[src/rtl/bcd_pkg.sv]
// Shared BCD types, constants and helpers for the stopwatch datapath.
package bcd_pkg;

  typedef logic [3:0] bcd_digit_t;

  localparam bcd_digit_t BCD_MAX = 4'd9;

  typedef enum logic [1:0] {
    IDLE  = 2'd0,
    RUN   = 2'd1,
    PAUSE = 2'd2,
    DONE  = 2'd3
  } cd_state_t;

  // True when every nibble of a packed 4-digit value is a legal BCD digit.
  function automatic logic bcd_valid16(input logic [15:0] v);
    logic ok;
    ok = 1'b1;
    for (int i = 0; i < 4; i++) begin
      if (v[i*4 +: 4] > BCD_MAX) begin
        ok = 1'b0;
      end else begin
        ok = ok;
      end
    end
    return ok;
  endfunction

endpackage

[src/rtl/bcd_digit_dec.sv]
// One BCD digit of the decrement borrow chain (mirror of the adder carry cell).
module bcd_digit_dec
  import bcd_pkg::*;
(
  input  bcd_digit_t digit,
  input  logic       bin,
  output bcd_digit_t dout,
  output logic       bout
);

  // Subtract the incoming borrow; a zero digit with a borrow wraps to nine.
  always_comb begin
    dout = digit;
    bout = 1'b0;
    if (digit >= {3'b000, bin}) begin
      dout = digit - {3'b000, bin};
      bout = 1'b0;
    end else begin
      dout = BCD_MAX;
      bout = 1'b1;
    end
  end

endmodule

[src/rtl/bcd_countdown16.sv]
// Four-digit BCD countdown timer: load/start/stop control, ripple borrow
// decrement on prescaler ticks, expiry and rejected-load pulses.
module bcd_countdown16
  import bcd_pkg::*;
#(
  parameter bit HOLD_AT_ZERO = 1'b1
)(
  input  logic        clk,
  input  logic        rst_n,
  input  logic        tick,
  input  logic        load,
  input  logic [15:0] load_val,
  input  logic        start,
  input  logic        stop,
  output logic [15:0] count,
  output logic        running,
  output logic        done,
  output logic        expired,
  output logic        invalid_load
);

  cd_state_t   r_state;
  logic [15:0] r_count;
  logic        r_running;
  logic        r_done;
  logic        r_expired;
  logic        r_invalid;

  cd_state_t   w_state_nxt;
  logic [15:0] w_count_nxt;
  logic        w_expired_nxt;
  logic        w_invalid_nxt;
  logic [15:0] w_dec;
  logic [4:0]  w_borrow;
  logic        w_zero;
  logic        w_start_ok;
  logic        w_load_ok;

  // Least significant digit always borrows one; each stage feeds the next.
  assign w_borrow[0] = 1'b1;

  genvar g;
  generate
    for (g = 0; g < 4; g++) begin : g_dec
      bcd_digit_dec u_dec (
        .digit (r_count[g*4 +: 4]),
        .bin   (w_borrow[g]),
        .dout  (w_dec[g*4 +: 4]),
        .bout  (w_borrow[g+1])
      );
    end
  endgenerate

  assign w_zero     = (r_count == 16'h0000);
  assign w_load_ok  = bcd_valid16(load_val);
  // Starting from zero only makes sense when the counter is allowed to wrap.
  assign w_start_ok = start && (!w_zero || (HOLD_AT_ZERO == 1'b0));

  // Next-state, next-count and pulse decode with load > stop > start > tick.
  always_comb begin
    w_state_nxt   = r_state;
    w_count_nxt   = r_count;
    w_expired_nxt = 1'b0;
    w_invalid_nxt = 1'b0;
    if (load) begin
      if (w_load_ok) begin
        w_count_nxt = load_val;
        w_state_nxt = IDLE;
      end else begin
        w_invalid_nxt = 1'b1;
      end
    end else begin
      case (r_state)
        IDLE, PAUSE: begin
          if (stop) begin
            w_state_nxt = r_state;
          end else if (w_start_ok) begin
            w_state_nxt = RUN;
          end else begin
            w_state_nxt = r_state;
          end
        end
        RUN: begin
          if (stop) begin
            w_state_nxt = PAUSE;
          end else if (tick) begin
            if (w_borrow[4] && HOLD_AT_ZERO) begin
              // Defensive: never wrap while holding; park at zero instead.
              w_count_nxt = 16'h0000;
              w_state_nxt = DONE;
            end else begin
              w_count_nxt = w_dec;
              if (w_dec == 16'h0000) begin
                w_expired_nxt = 1'b1;
                w_state_nxt   = HOLD_AT_ZERO ? DONE : RUN;
              end else begin
                w_state_nxt = RUN;
              end
            end
          end else begin
            w_state_nxt = RUN;
          end
        end
        DONE: begin
          w_count_nxt = 16'h0000;
          w_state_nxt = DONE;
        end
        default: begin
          w_count_nxt = 16'h0000;
          w_state_nxt = IDLE;
        end
      endcase
    end
  end

  // State, count and registered status flags; reset also drops any pending pulse.
  always_ff @(posedge clk) begin
    if (!rst_n) begin
      r_state   <= IDLE;
      r_count   <= 16'h0000;
      r_running <= 1'b0;
      r_done    <= 1'b0;
      r_expired <= 1'b0;
      r_invalid <= 1'b0;
    end else begin
      r_state   <= w_state_nxt;
      r_count   <= w_count_nxt;
      r_running <= (w_state_nxt == RUN);
      r_done    <= (w_state_nxt == DONE);
      r_expired <= w_expired_nxt;
      r_invalid <= w_invalid_nxt;
    end
  end

  assign count        = r_count;
  assign running      = r_running;
  assign done         = r_done;
  assign expired      = r_expired;
  assign invalid_load = r_invalid;

endmodule

[config.mk]
export PLATFORM = sky130hd
export DESIGN_NAME = bcd_countdown16
export DESIGN_NICKNAME = d
export VERILOG_FILES = /design/src/rtl/bcd_pkg.sv /design/src/rtl/bcd_digit_dec.sv /design/src/rtl/bcd_countdown16.sv
export SDC_FILE = /design/constraint.sdc
export NUM_CORES = 1
export LEC_CHECK = 0
export BUFFER_PORTS_ARGS = -buffer_cell sky130_fd_sc_hd__buf_2
export CAP_MARGIN = 20
export CORE_AREA = 2 2 61 63
export DETAILED_ROUTE_END_ITERATION = 6
export DIE_AREA = 0 0 63 65
export PLACE_DENSITY = 0.73
export SLEW_MARGIN = 20
export SYNTH_ARGS = -nofsm -noshare
export SYNTH_HDL_FRONTEND = slang
export SYNTH_SLANG_ARGS = --single-unit
[constraint.sdc]
create_clock -name clk -period 4.6 [get_ports clk]
set_input_delay 1.38 -clock clk [delete_from_list [all_inputs] [get_ports clk]]
set_output_delay 1.38 -clock clk [all_outputs]
set_load 0.03 [all_outputs]
### Word-level counts from Yosys, hierarchy flattened

Index checks and enable logic that the tools add are counted.

| word-level totals | value |
|---|---|
| register bits | 22 |
| input port bits | 22 |
| word-level logic and storage cells | 68 |

| cells by class | value |
|---|---|
| reduce and logical (&&, ||, !) cells | 10 |
| multiplexer cells | 28 |
| bitwise gates (word level) | 4 |
| add/sub/neg operators | 4 |
| $lt $le $gt $ge | 8 |
| equal/unequal tests | 8 |

Operator list:

| operator | number |
|---|---|
| 16-bit 2-to-1 mux | 5 |
| 16-bit zero test | 2 |
| 16-bit case mux with 2 select lines | 1 |
| 4-bit > comparator, second input constant | 4 |
| 2-bit 2-to-1 mux | 8 |
| 4-bit 2-to-1 mux | 4 |
| 4-bit by 1-bit greater-or-equal comparator with 1-bit output | 3 |
| 4-bit by 1-bit subtractor with 4-bit output | 3 |
| 1-bit 2-to-1 mux | 9 |
| 2-bit equality test, second input constant | 3 |
| 3-bit != test, second input constant | 2 |
| 2-bit case mux with 3 select lines | 1 |
| 6-bit OR reduction | 1 |
| 2-bit by 1-bit equality test with 1-bit output, second input constant | 2 |
| 4-bit by 1-bit greater-or-equal comparator with 1-bit output, second input constant | 1 |
| 1-bit inverter | 4 |
| 4-bit AND reduction | 1 |
| 4-bit by 1-bit subtractor with 4-bit output, second input constant | 1 |
| 3-bit nonzero test | 1 |
| 2-bit zero test | 1 |
| 2-bit by 1-bit != test with 1-bit output, second input constant | 1 |
| 2-bit AND reduction | 1 |
| 2-bit OR reduction | 1 |
| 1-bit logical AND | 1 |
| 1-bit zero test | 1 |

### Depth between registers and ports, before layout

Gate-level depths: netlist (run 1).

| depth | value |
|---|---|
| word-level depth | 16 |
| mapped depth | 20 |
| depth with buffers taken out | 19 |

### Modules after synthesis

Synthesis (run 1) repeated with hierarchy kept, for this count alone.

| unflattened totals | value |
|---|---|
| cells, all modules | 188 |
| area total of the unflattened synthesis | 1614.0 um^2 |

Modules (own cells, without submodules):

| module | instances | seq. area each (um^2) | area each (um^2) | cells each |
|---|---|---|---|---|
| bcd_countdown16 | 1 | 440.4 | 1188.6 | 124 |
| bcd_digit_dec | 4 | 0.0 | 106.4 | 16 |

### Least setup slack after synthesis (run 1)

No wires, ideal clock.

| timing path | value |
|---|---|
| path type | flip-flop to flip-flop |
| start point | register r_count[1] (netlist: count[1]) |
| end point | register r_done (netlist: done) |
| period minus slack after synthesis | 4.601 ns |
| slack | -0.001 ns |
| data arrival time | 4.522 ns |
| library setup time | 0.079 ns |
| cell stages (with the launch flop) | 20 |
| buffers on the path | 0 |
| cell sequence | dfxtp_1 -> inv_1 -> ha_1 -> or3b_2 -> nor2_1 -> ha_1 -> ha_1 -> nor2b_1 -> nor3b_1 -> ha_1 -> ha_1 -> nand3_1 -> inv_1 -> ha_1 -> ha_1 -> or2b_2 -> nor3_1 -> o2111ai_1 -> or4_4 -> a211oi_2 |

| on the way | value |
|---|---|
| longest elaborated chain between the ends | 16 |
| elaborated cells on any way between the ends | 28 |

RTL lines:

| what | RTL line | text |
|---|---|---|
| start, declared | bcd_countdown16.sv:23 | `logic [15:0] r_count;` |
| start signal, assigned | bcd_countdown16.sv:127 | `r_count <= w_count_nxt;` |
| 4-bit by 1-bit greater-or-equal comparator with 1-bit output | bcd_digit_dec.sv:15 | `if (digit >= {3'b000, bin}) begin` |
| 1-bit 2-to-1 mux | bcd_digit_dec.sv:15 |  |
| 4-bit by 1-bit greater-or-equal comparator with 1-bit output | bcd_digit_dec.sv:15 |  |
| 1-bit 2-to-1 mux | bcd_digit_dec.sv:15 |  |
| 4-bit by 1-bit greater-or-equal comparator with 1-bit output | bcd_digit_dec.sv:15 |  |
| 1-bit 2-to-1 mux | bcd_digit_dec.sv:15 |  |
| 4-bit by 1-bit subtractor with 4-bit output or 4-bit by 1-bit greater-or-equal comparator with 1-bit output (tied branches) | bcd_digit_dec.sv:16, bcd_digit_dec.sv:15 |  |
| 4-bit 2-to-1 mux | bcd_digit_dec.sv:15 |  |
| 16-bit zero test | bcd_countdown16.sv:93 | `if (w_dec == 16'h0000) begin` |
| 2-bit 2-to-1 mux | bcd_countdown16.sv:93 |  |
| 2-bit 2-to-1 mux | bcd_countdown16.sv:87 | `if (w_borrow[4] && HOLD_AT_ZERO) begin` |
| 2-bit 2-to-1 mux | bcd_countdown16.sv:86 | `end else if (tick) begin` |
| 2-bit 2-to-1 mux | bcd_countdown16.sv:84 | `if (stop) begin` |
| 2-bit case mux with 3 select lines * | bcd_countdown16.sv:73 | `case (r_state)` |
| 2-bit 2-to-1 mux * | bcd_countdown16.sv:65 | `if (load) begin` |
| 2-bit equality test * | bcd_countdown16.sv:129 | `r_done <= (w_state_nxt == DONE);` |
| end signal, assigned | bcd_countdown16.sv:129 |  |
| end, declared | bcd_countdown16.sv:25 | `logic r_done;` |

Mark *: on every way between the ends. The rest lies on a longest branch, timed or not.
A chain may end at the register's enable or synchronous reset.

### Final worst setup path (run 1)

Same ends and word-level chain as after synthesis.

==> metrics.txt, run 1 <==
Reg clk slew, reported paths roughly 120 ps; Die Y 65 µm; Num CTS Buffers 3; max-slew violations 0; max cap viols 0; Leak Pwr 0.0008565 µW; Routed Wire Length 4455 µm; fillers 334; Crit. End Element flip-flop; initial DRC count 107; Psw ~210 µW; gpl congestion 0.9237; Antenna Nets Post-Route 0; die area 4095 µm²; DP HPWL 3329 µm; Clk network pwr share 19.1%; unrepaired setup endpoints after global routing false; routed len/inst 15.36 µm; commonest non-fill, non-tap cell in the layout buf_2; status finished, final reports clean; nets 274; Hold Crit Class reg -> reg; total track usage a little over a fifth; Worst-Margin Slew 719.6 ps; largest net degree at the start of global routing 32; DIE WIDTH approximately 63 µm; Pint 355.1 µW; Sw Ratio approximately 38%; Power per Cell Area around 290 nW/µm²; Tcrit/Tclk final 95.61%; Setup Viol. Count Final 0; Layout Skew about 5.8 ps; dpl ws -57.98 ps; IO Pins 42; syn nets roughly 220; post-synthesis cell count 192; area grow syn2layout 28.62%; Port Buf Inserts slightly above 40; clock sink count 22; synth top area cells dfxtp_1 29%, ha_1 7.4%, nor2_1 5.4%, a211oi_1 4.4%, a21oi_1 4.3%; ys async rst share 0%; Vias/cell ~5.9; Synth cell types 51; first-pass GRT wire length 7086 µm; Seq pwr share 38.7%; final global-route overflow total 0; relative slew slack 51.35%; crit path from count[1]; # DRC 0; commonest non-fill, non-tap cells in the layout 41 x buf_2, 22 x dfxtp_1, 21 x nor2_1; Synth Flop Type dfxtp_1; final instance area 1968 µm²; fraction of layout cells with a size suffix above 1 roughly a third; core area 3496 µm²; Crit path arrival time 4640 ps; Min Hold Slack 539.6 ps; routed vias 1700; CTS Buffer Depth 2; Clk Tree Root Cell clkbuf_4; hold_sp count[12]; clock latency on the worst-skew pair 310 ps; setup TNS 0 ps; vias in the first global route 1500; Comb pwr share a little over two fifths; Worst Setup Start Kind flip-flop; TritonRoute pass-1 iters 4; syn_area_per_cell about 8 µm²; Post-Syn Area 1530 µm²; Crit path required time 4840 ps; Critical Path Fanout Max 4; Yosys Warn Count 0; Post-Place Cell Area 1868 µm²; Starting Density 43.77%; Synth Register Bits 22; post-CTS setup buffers 0; initial antenna violation count 0; Tmin final roughly 4400 ps; H-tree level count 1; total power 568.9 µW; Synth area leader dfxtp_1; CTS tree done; Final Hold Fails 0; final setup margin approximately 200 ps; Antenna Cells 0; f_max 227.4 MHz; EDFF count, synth 0; Yosys top cell area share around 29%; Core Rows 22; part of the Yosys area used for sequential elements 28.78%; WS Path Type reg -> reg; worst r2r src count[1]; worst IR drop on VDD 0.1284 mV
## cells by family after synthesis
group / count (synthesis) / synth area share, %
compound gates: 70 / 33.03
xor+xnor: 1 / 0.5725
fa+ha+maj: 9 / 7.359
buf+inv: 22 / 5.397
flops: 22 / 28.78
mux: 2 / 1.308
simple gates: 66 / 23.55
## power groups by stage
stage	logic [µW]	registers [µW]	clock network [µW]
2_1_floorplan	123	247	0
3_3_place_gp	216	223	0
3_5_place_dp	218	223	0
4_1_cts	221	219	113
5_1_grt	262	223	122
6_report	240	220	109
## worst max-delay path, cell delays in order (launching register included)
cell	delay, ps
dfxtp_1	330
inv_1	90
ha_2	210
or3b_4	420
nor2_4	130
ha_4	170
ha_1	170
nor2b_4	180
nor3b_4	220
ha_2	310
nand2b_1	100
nand3_2	110
inv_1	120
ha_4	140
ha_1	180
inv_1	80
a221o_1	340
a2111o_1	380
or4_4	440
a211oi_2	210
## registers in the layout, indices dropped and copies added, names as in the netlist
register      count
r_state           2
expired           1
count            16
invalid_load      1
done              1
running           1
## synthesized netlist by cell type (5+ instances only)
cell type / n
clkbuf_1: 7
nor2_1: 22
a211oi_1: 9
nor2b_1: 5
inv_1: 15
dfxtp_1: 22
a21oi_1: 13
nand2_1: 12
o21ai_0: 13
ha_1: 9
## final timing paths
check              endpoint  slack (ps)  cells after the start
setup / recovery       done         200                     19
hold / removal    count[12]         540                      2
setup reg to reg       done         200                     19
hold reg to reg   count[12]         540                      2
## through the flow
stage	utilization (%)	instances
6_report	56.30	290
5_1_grt	56.30	290
4_1_cts	54.69	290
3_5_place_dp	53.44	286
3_3_place_gp	53.44	286
2_1_floorplan	-	192
## metal layers
layer  vias to the layer above  routed length (µm)  track usage (%)
met2                        74                2109            34.31
met1                       785                2000            29.27
li1                        832                   -                -
met5                         -                   0                0
met4                         0                  65            8.611
met3                         9                 279            2.431
## timing repair
item	4_1_cts	5_1_grt
endpoints found under the setup margin	1	9
gates resized for setup	2	11
hold buffers	0	0
## cell type report
| type | instances | area, µm² | share of cell area (%) |
|---|---|---|---|
| multi-input combinational | 148 | 1080 | 54.86 |
| sequential | 22 | 440.4 | 22.38 |
| inverter | 15 | 56.30 | 2.861 |
| timing repair buffer | 53 | 295.3 | 15.00 |
| tap | 48 | 60.06 | 3.051 |
| clock buffer | 4 | 36.28 | 1.844 |
No activity file was read; power rests on OpenSTA's default activity.
==> run 2: changes to the inputs <==
--- a/config.mk
+++ b/config.mk
@@ -7,10 +7,12 @@
 export LEC_CHECK = 0
 export BUFFER_PORTS_ARGS = -buffer_cell sky130_fd_sc_hd__buf_2
 export CAP_MARGIN = 20
-export CORE_AREA = 2 2 61 63
+export CELL_PAD_IN_SITES_DETAIL_PLACEMENT = 0
+export CELL_PAD_IN_SITES_GLOBAL_PLACEMENT = 1
+export CORE_AREA = 2 2 71 73
 export DETAILED_ROUTE_END_ITERATION = 6
-export DIE_AREA = 0 0 63 65
-export PLACE_DENSITY = 0.73
+export DIE_AREA = 0 0 73 75
+export PLACE_DENSITY_LB_ADDON = 0.1
 export SLEW_MARGIN = 20
 export SYNTH_ARGS = -nofsm -noshare
 export SYNTH_HDL_FRONTEND = slang
==> run 2 against run 1 <==
Against the previous run:
- clock power increased by 31%
- sequential share of layout area is 0.36 points lower
- critical endpoint unchanged
- register-to-register slack improved by 110 ps
- largest cell class unchanged
- largest power group unchanged
- clock-buffer cell count is the same
- clock skew rose by 1.3 ps
- final area increased by 1.7%
- die area increased by 34%
==> metrics.txt, run 2 (synthesis gave the netlist of run 1 again) <==
DIE WIDTH 73 µm; Starting Density 32.83%; fin cells 297; Final Hold Fails 0; Comb pwr share 40.0%; Antenna Nets Post-Route 0; hold depth 2; Crit. End Element flip-flop; IO Pins 42; # DRC 0; Sw Ratio between 30% and 40%; max-slew violations 0; Seq pwr share ~36%; Clk Tree Root Cell clkbuf_8; H-tree level count 1; Finished Core Util 42.93%; die area 5475 µm²; Reg2Reg Depth 19; initial antenna violation count 0; Tmin final 4289 ps; vias in the first global route 1674; CTS Buffer Depth 2; Num CTS Buffers 3; unrepaired setup endpoints after global routing false; status finished, final reports clean; Die Y 75 µm; Port Buf Inserts roughly 40; max cap viols 0; Reg clk slew, reported paths 90 ps; Power per Cell Area 302.4 nW/µm²; Clk network pwr share 23.7%; dpl ws -92.96 ps; Antenna Cells 0; commonest non-fill, non-tap cells in the layout 41 x buf_2, 22 x dfxtp_1, 21 x nor2_1; total power 605.0 µW; Psw 221.4 µW; fillers 475; DP HPWL 3897 µm; largest net degree at the start of global routing 22; Placed Cells incl. Taps 293; Worst Setup Start Kind flip-flop; area grow syn2layout 30.74%; cell chain of the critical path inv_1 > ha_2 > or3b_4 > nor2_4 > ha_4 > ha_1 > nor2b_4 > nor3b_4 > ha_1 > nand2b_1 > nand3_1 > inv_1 > ha_4 > ha_1 > a21o_2 > a221o_1 > a2111o_1 > or4_4 > a211oi_2; Setup Viol. Count Final 0; Worst-Margin Slew 1022 ps; fraction of layout cells with a size suffix above 1 between 30% and 40%; first-pass GRT wire length 8286 µm; routed len/inst 16.91 µm; Layout Skew slightly above 7 ps; Worst path max stage delay around 440 ps; CP most frequent cell ha_1; Largest register FFs 16; Slowest cell on crit path or4_4; relative slew slack 31.86%; Crit path arrival time 4480 ps; commonest non-fill, non-tap cell in the layout buf_2; Critical Path Fanout Max 4; Core Rows 25; routed vias 1704; Routed Wire Length between 5000 and 6000 µm; worst IR drop on VDD 0.1093 mV; clock sink count 22; f_max about 230 MHz; Leak Pwr a little under 0.0009 µW; core area 4661 µm²; WS Path Type reg -> reg; post-CTS setup buffers 0; final global-route overflow total 0; Pint 383.6 µW; TritonRoute pass-1 iters 4; clock latency on the worst-skew pair 270 ps; nets 275; gpl congestion 0.9190; final setup margin between 300 and 400 ps; initial DRC count 108; total track usage approximately a fifth; Vias/cell 5.737; Hold Crit Class reg -> reg; CTS tree done; Tcrit/Tclk final between 90 and 100%; Crit path required time 4790 ps
-- run 2: changes by cell type in the layout (fill, tap and decap cells not counted), sizes merged --
| cell | delta |
|---|---|
| buf | +1 |
-- run 2: path summary, 6_finish.rpt --
| check | to | from | slack [ps] |
|---|---|---|---|
| worst min-delay path | count[8] | count[8] | 550 |
| worst min register to register | count[8] | count[8] | 550 |
| worst max-delay path | done | count[1] | 310 |
| worst max register to register | done | count[1] | 310 |
-- run 2: area by class of cell --
class                      count  area [µm²]  area share, %
multi-input combinational    148        1079          53.91
sequential                    22       440.4          22.01
timing repair buffer          54       302.8          15.13
tap                           54       67.56          3.377
inverter                      15       56.30          2.814
clock buffer                   4       55.05          2.752
-- run 2: repair_timing --
action                     in CTS  in global routing
setup endpoints to repair       3                  9
resized for setup               2                 10
pin swaps                       0                  0
hold buffers                    0                  0
-- run 2: metal layers --
metal  routed length [µm]  global-route usage [%]  up-vias
li1                     -                       -      829
met1                 2227                   25.18      819
met2                 2455                   34.33       50
met3                  284                   2.677        6
met4                   54                   5.144        0
met5                    0                       0        -
-- run 2: worst max-delay path: cells and delay by family (launching register included) --
| family | cells | cell delay [ps] |
|---|---|---|
| DFF | 1 | 320 |
| and+or+nand+nor | 7 | 1530 |
| buffers and inverters | 2 | 160 |
| adders and majority gates | 6 | 1040 |
| AOI/OAI and AO/OA | 4 | 1150 |
-- run 2: through the flow --
step | TNS [ps] | area [µm²] | hold slack [ps]
2_1_floorplan | 0 | 1535 | 637.1
3_3_place_gp | 0 | 1883 | 525.7
3_5_place_dp | -92.96 | 1883 | 536.1
4_1_cts | 0 | 1946 | 552.6
5_1_grt | 0 | 2001 | 610.5
6_report | 0 | 2001 | 547.6
-- run 2: power groups by stage --
stage                     clock network, µW  registers [µW]  logic, µW
final                                   143             220        242
after global routing                    157             222        268
after CTS                               149             219        228
after detailed placement                  0             223        226
after global placement                    0             223        222
after floorplan                           0             247        123
==> run 3: changes to the inputs <==
--- a/config.mk
+++ b/config.mk
@@ -5,13 +5,14 @@
 export SDC_FILE = /design/constraint.sdc
 export NUM_CORES = 1
 export LEC_CHECK = 0
+export ABC_AREA = 1
 export BUFFER_PORTS_ARGS = -buffer_cell sky130_fd_sc_hd__buf_2
 export CAP_MARGIN = 20
 export CELL_PAD_IN_SITES_DETAIL_PLACEMENT = 0
 export CELL_PAD_IN_SITES_GLOBAL_PLACEMENT = 1
-export CORE_AREA = 2 2 71 73
+export CORE_AREA = 2 2 73 75
 export DETAILED_ROUTE_END_ITERATION = 6
-export DIE_AREA = 0 0 73 75
+export DIE_AREA = 0 0 75 77
 export PLACE_DENSITY_LB_ADDON = 0.1
 export SLEW_MARGIN = 20
 export SYNTH_ARGS = -nofsm -noshare
==> run 3 against run 2 <==
Against the previous run:
- critical endpoint is now running
- final area is 7.8% lower
- routed wire length is 9.5% lower
- setup slack better by 660 ps
==> metrics.txt, run 3 <==
status finished, final reports clean; final global-route overflow total 0; vias in the first global route 1639; Vias/cell 4.548; unrepaired setup endpoints after global routing false; Critical Path Fanout Max 6; Post-CTS Hold Buffers 0; Post-Syn Area 1525 µm²; Synth Register Bits 22; total track usage between 10% and 20%; count leader, synth nand2_1; # DRC 0; f_max 275.5 MHz; Crit path arrival time 3810 ps; Worst Setup Start Kind flip-flop; die area 5775 µm²; Setup Viol. Count Final 0; Reg clk slew, reported paths 90 ps; CP most frequent cell nand2_1; CTS Buffer Depth 2; post-synthesis cell count approximately 240; setup TNS 0 ps; total power 576.7 µW; initial antenna violation count 0; area grow syn2layout 20.92%; Synth area leader dfxtp_1; routed len/inst 12.91 µm; nets 314; reg-to-reg endpoint running; worst IR drop on VDD roughly 0.11 mV; clock sink count 22; Num CTS Buffers 3; relative slew slack 76.30%; Slowest cell on crit path dfxtp_1; Die Y 77 µm; Reg2Reg Depth 28; Final Hold Fails 0; Antenna Cells 0; post-CTS setup buffers 0; synth top area cells dfxtp_1 29%, nand2_1 15%, inv_1 8.6%, a21oi_1 8.2%, ha_1 7.4%; Core Rows 26; dpl ws 973.4 ps; hold_sp r_state[0]; largest net degree at the start of global routing 20; register-to-register setup slack slightly below 1000 ps; Routed Wire Length ~4500 µm; Synth top cells by count 62 x nand2_1, 35 x inv_1, 25 x a21oi_1; IO Pins 42; Starting Density 30.64%; routed vias 1601; Min Hold Slack a little over 500 ps; Port Buf Inserts 41; Crit. End Element flip-flop; max-slew violations 0; Clk Tree Root Cell clkbuf_8; Yosys top cell area share 28.88%; gpl congestion 0.8682; Tcrit/Tclk final 78.92%; family with the most delay on the worst path adder cells; final setup margin 969.8 ps; fraction of layout cells with a size suffix above 1 slightly above 20%; Power per Cell Area 312.7 nW/µm²; max cap viols 0; DP HPWL 3600 µm; Worst Path Buf+Inv 5; Synth cell types 29; commonest non-fill, non-tap cells in the layout 62 x nand2_1, 41 x buf_2, 35 x inv_1; Hold Crit Class reg -> reg; hold depth 2; Post-Place Cell Area roughly 1800 µm²; worst hold endpoint r_state[0]; EDFF count, synth 0; syn nets 273; Leak Pwr 0.0009756 µW; Tmin final 3630 ps; clock latency on the worst-skew pair 270 ps; ys async rst share 0%; Largest register FFs 16; syn_area_per_cell 6.303 µm²; DIE WIDTH roughly 75 µm; Yosys Warn Count 0; Antenna Nets Post-Route 0; final instance area 1844 µm²; Layout Skew 3.110 ps; first-pass GRT wire length 7693 µm; core area 4977 µm²; H-tree level count 1; Crit path required time between 4000 and 5000 ps; worst r2r src count[0]; Synth Flop Type dfxtp_1; CTS resizes 0; TritonRoute pass-1 iters 4; CTS tree done; commonest non-fill, non-tap cell in the layout nand2_1; part of the Yosys area used for sequential elements 28.88%; Worst-Margin Slew 355.5 ps; Worst path max stage delay 420 ps; WS Path Type reg -> reg; initial DRC count 67
run 3: cell count changes after synthesis, sizes merged, moves of 4 or more:
cell	change
nor2b	-5
clkbuf	-4
o21ai	+9
nand3	+10
o311a	-4
o31ai	-4
or4	-4
nand2	+52
a211oi	-10
a21oi	+12
inv	+24
run 3: worst min-delay path, stage by stage (launching register included):
cell and delay (ps):
dfxtp_1 330, nand2_1 60, nand2_1 70
run 3: how the worst max path moves through the flow:
stage	start	to	slack (ps)	cells past startpoint
final	count[0]	running	970	28
after detailed placement	count[1]	count[4]	970	19
after global routing	count[0]	done	530	28
after floorplan	count[0]	running	1100	28
after CTS	count[1]	count[4]	940	19
after global placement	count[0]	running	980	28
run 3: power by group:
group | switching (µW) | internal (µW) | leakage (µW)
registers | 16.0 | 204 | 0.000181
clock network | 70.7 | 76.6 | 0.0000288
logic | 138 | 71.5 | 0.000766
total | 224 | 352 | 0.000976
run 3: logic make-up (layout without fill, tap and decap cells):
| logic type | Yosys count | count (layout) | synth area share, % |
|---|---|---|---|
| AOI/OAI and AO/OA | 56 | 56 | 19.44 |
| adders and majority gates | 9 | 9 | 7.383 |
| and+or+nand+nor | 110 | 110 | 32.24 |
| buffers and inverters | 44 | 84 | 11.48 |
| DFF | 22 | 22 | 28.88 |
| xor gates and xnor gates | 1 | 1 | 0.5743 |
run 3: final cells by class:
| type | instances | area, µm² |
|---|---|---|
| clock buffers | 4 | 55.05 |
| fillers | 574 | 3133 |
| inverters | 39 | 146.4 |
| multi-input cells | 176 | 909.6 |
| flip-flops and latches | 22 | 440.4 |
| well taps | 70 | 87.58 |
| repair buffers | 41 | 205.2 |
run 3: through the flow:
step | cells | util, %
after CTS | 352 | 37.05
after floorplan | 242 | -
after global placement | 348 | 35.95
final | 352 | 37.05
after detailed placement | 348 | 35.95
after global routing | 352 | 37.05
run 3: per-layer routing:
layer / GRT usage (%) / share of wire [%] / vias to the layer above
met5: 0 / 0 / -
met4: 5.893 / 1.4 / 0
met3: 2.102 / 3.4 / 5
met2: 27.98 / 46 / 30
met1: 23.58 / 50 / 695
li1: - / - / 871
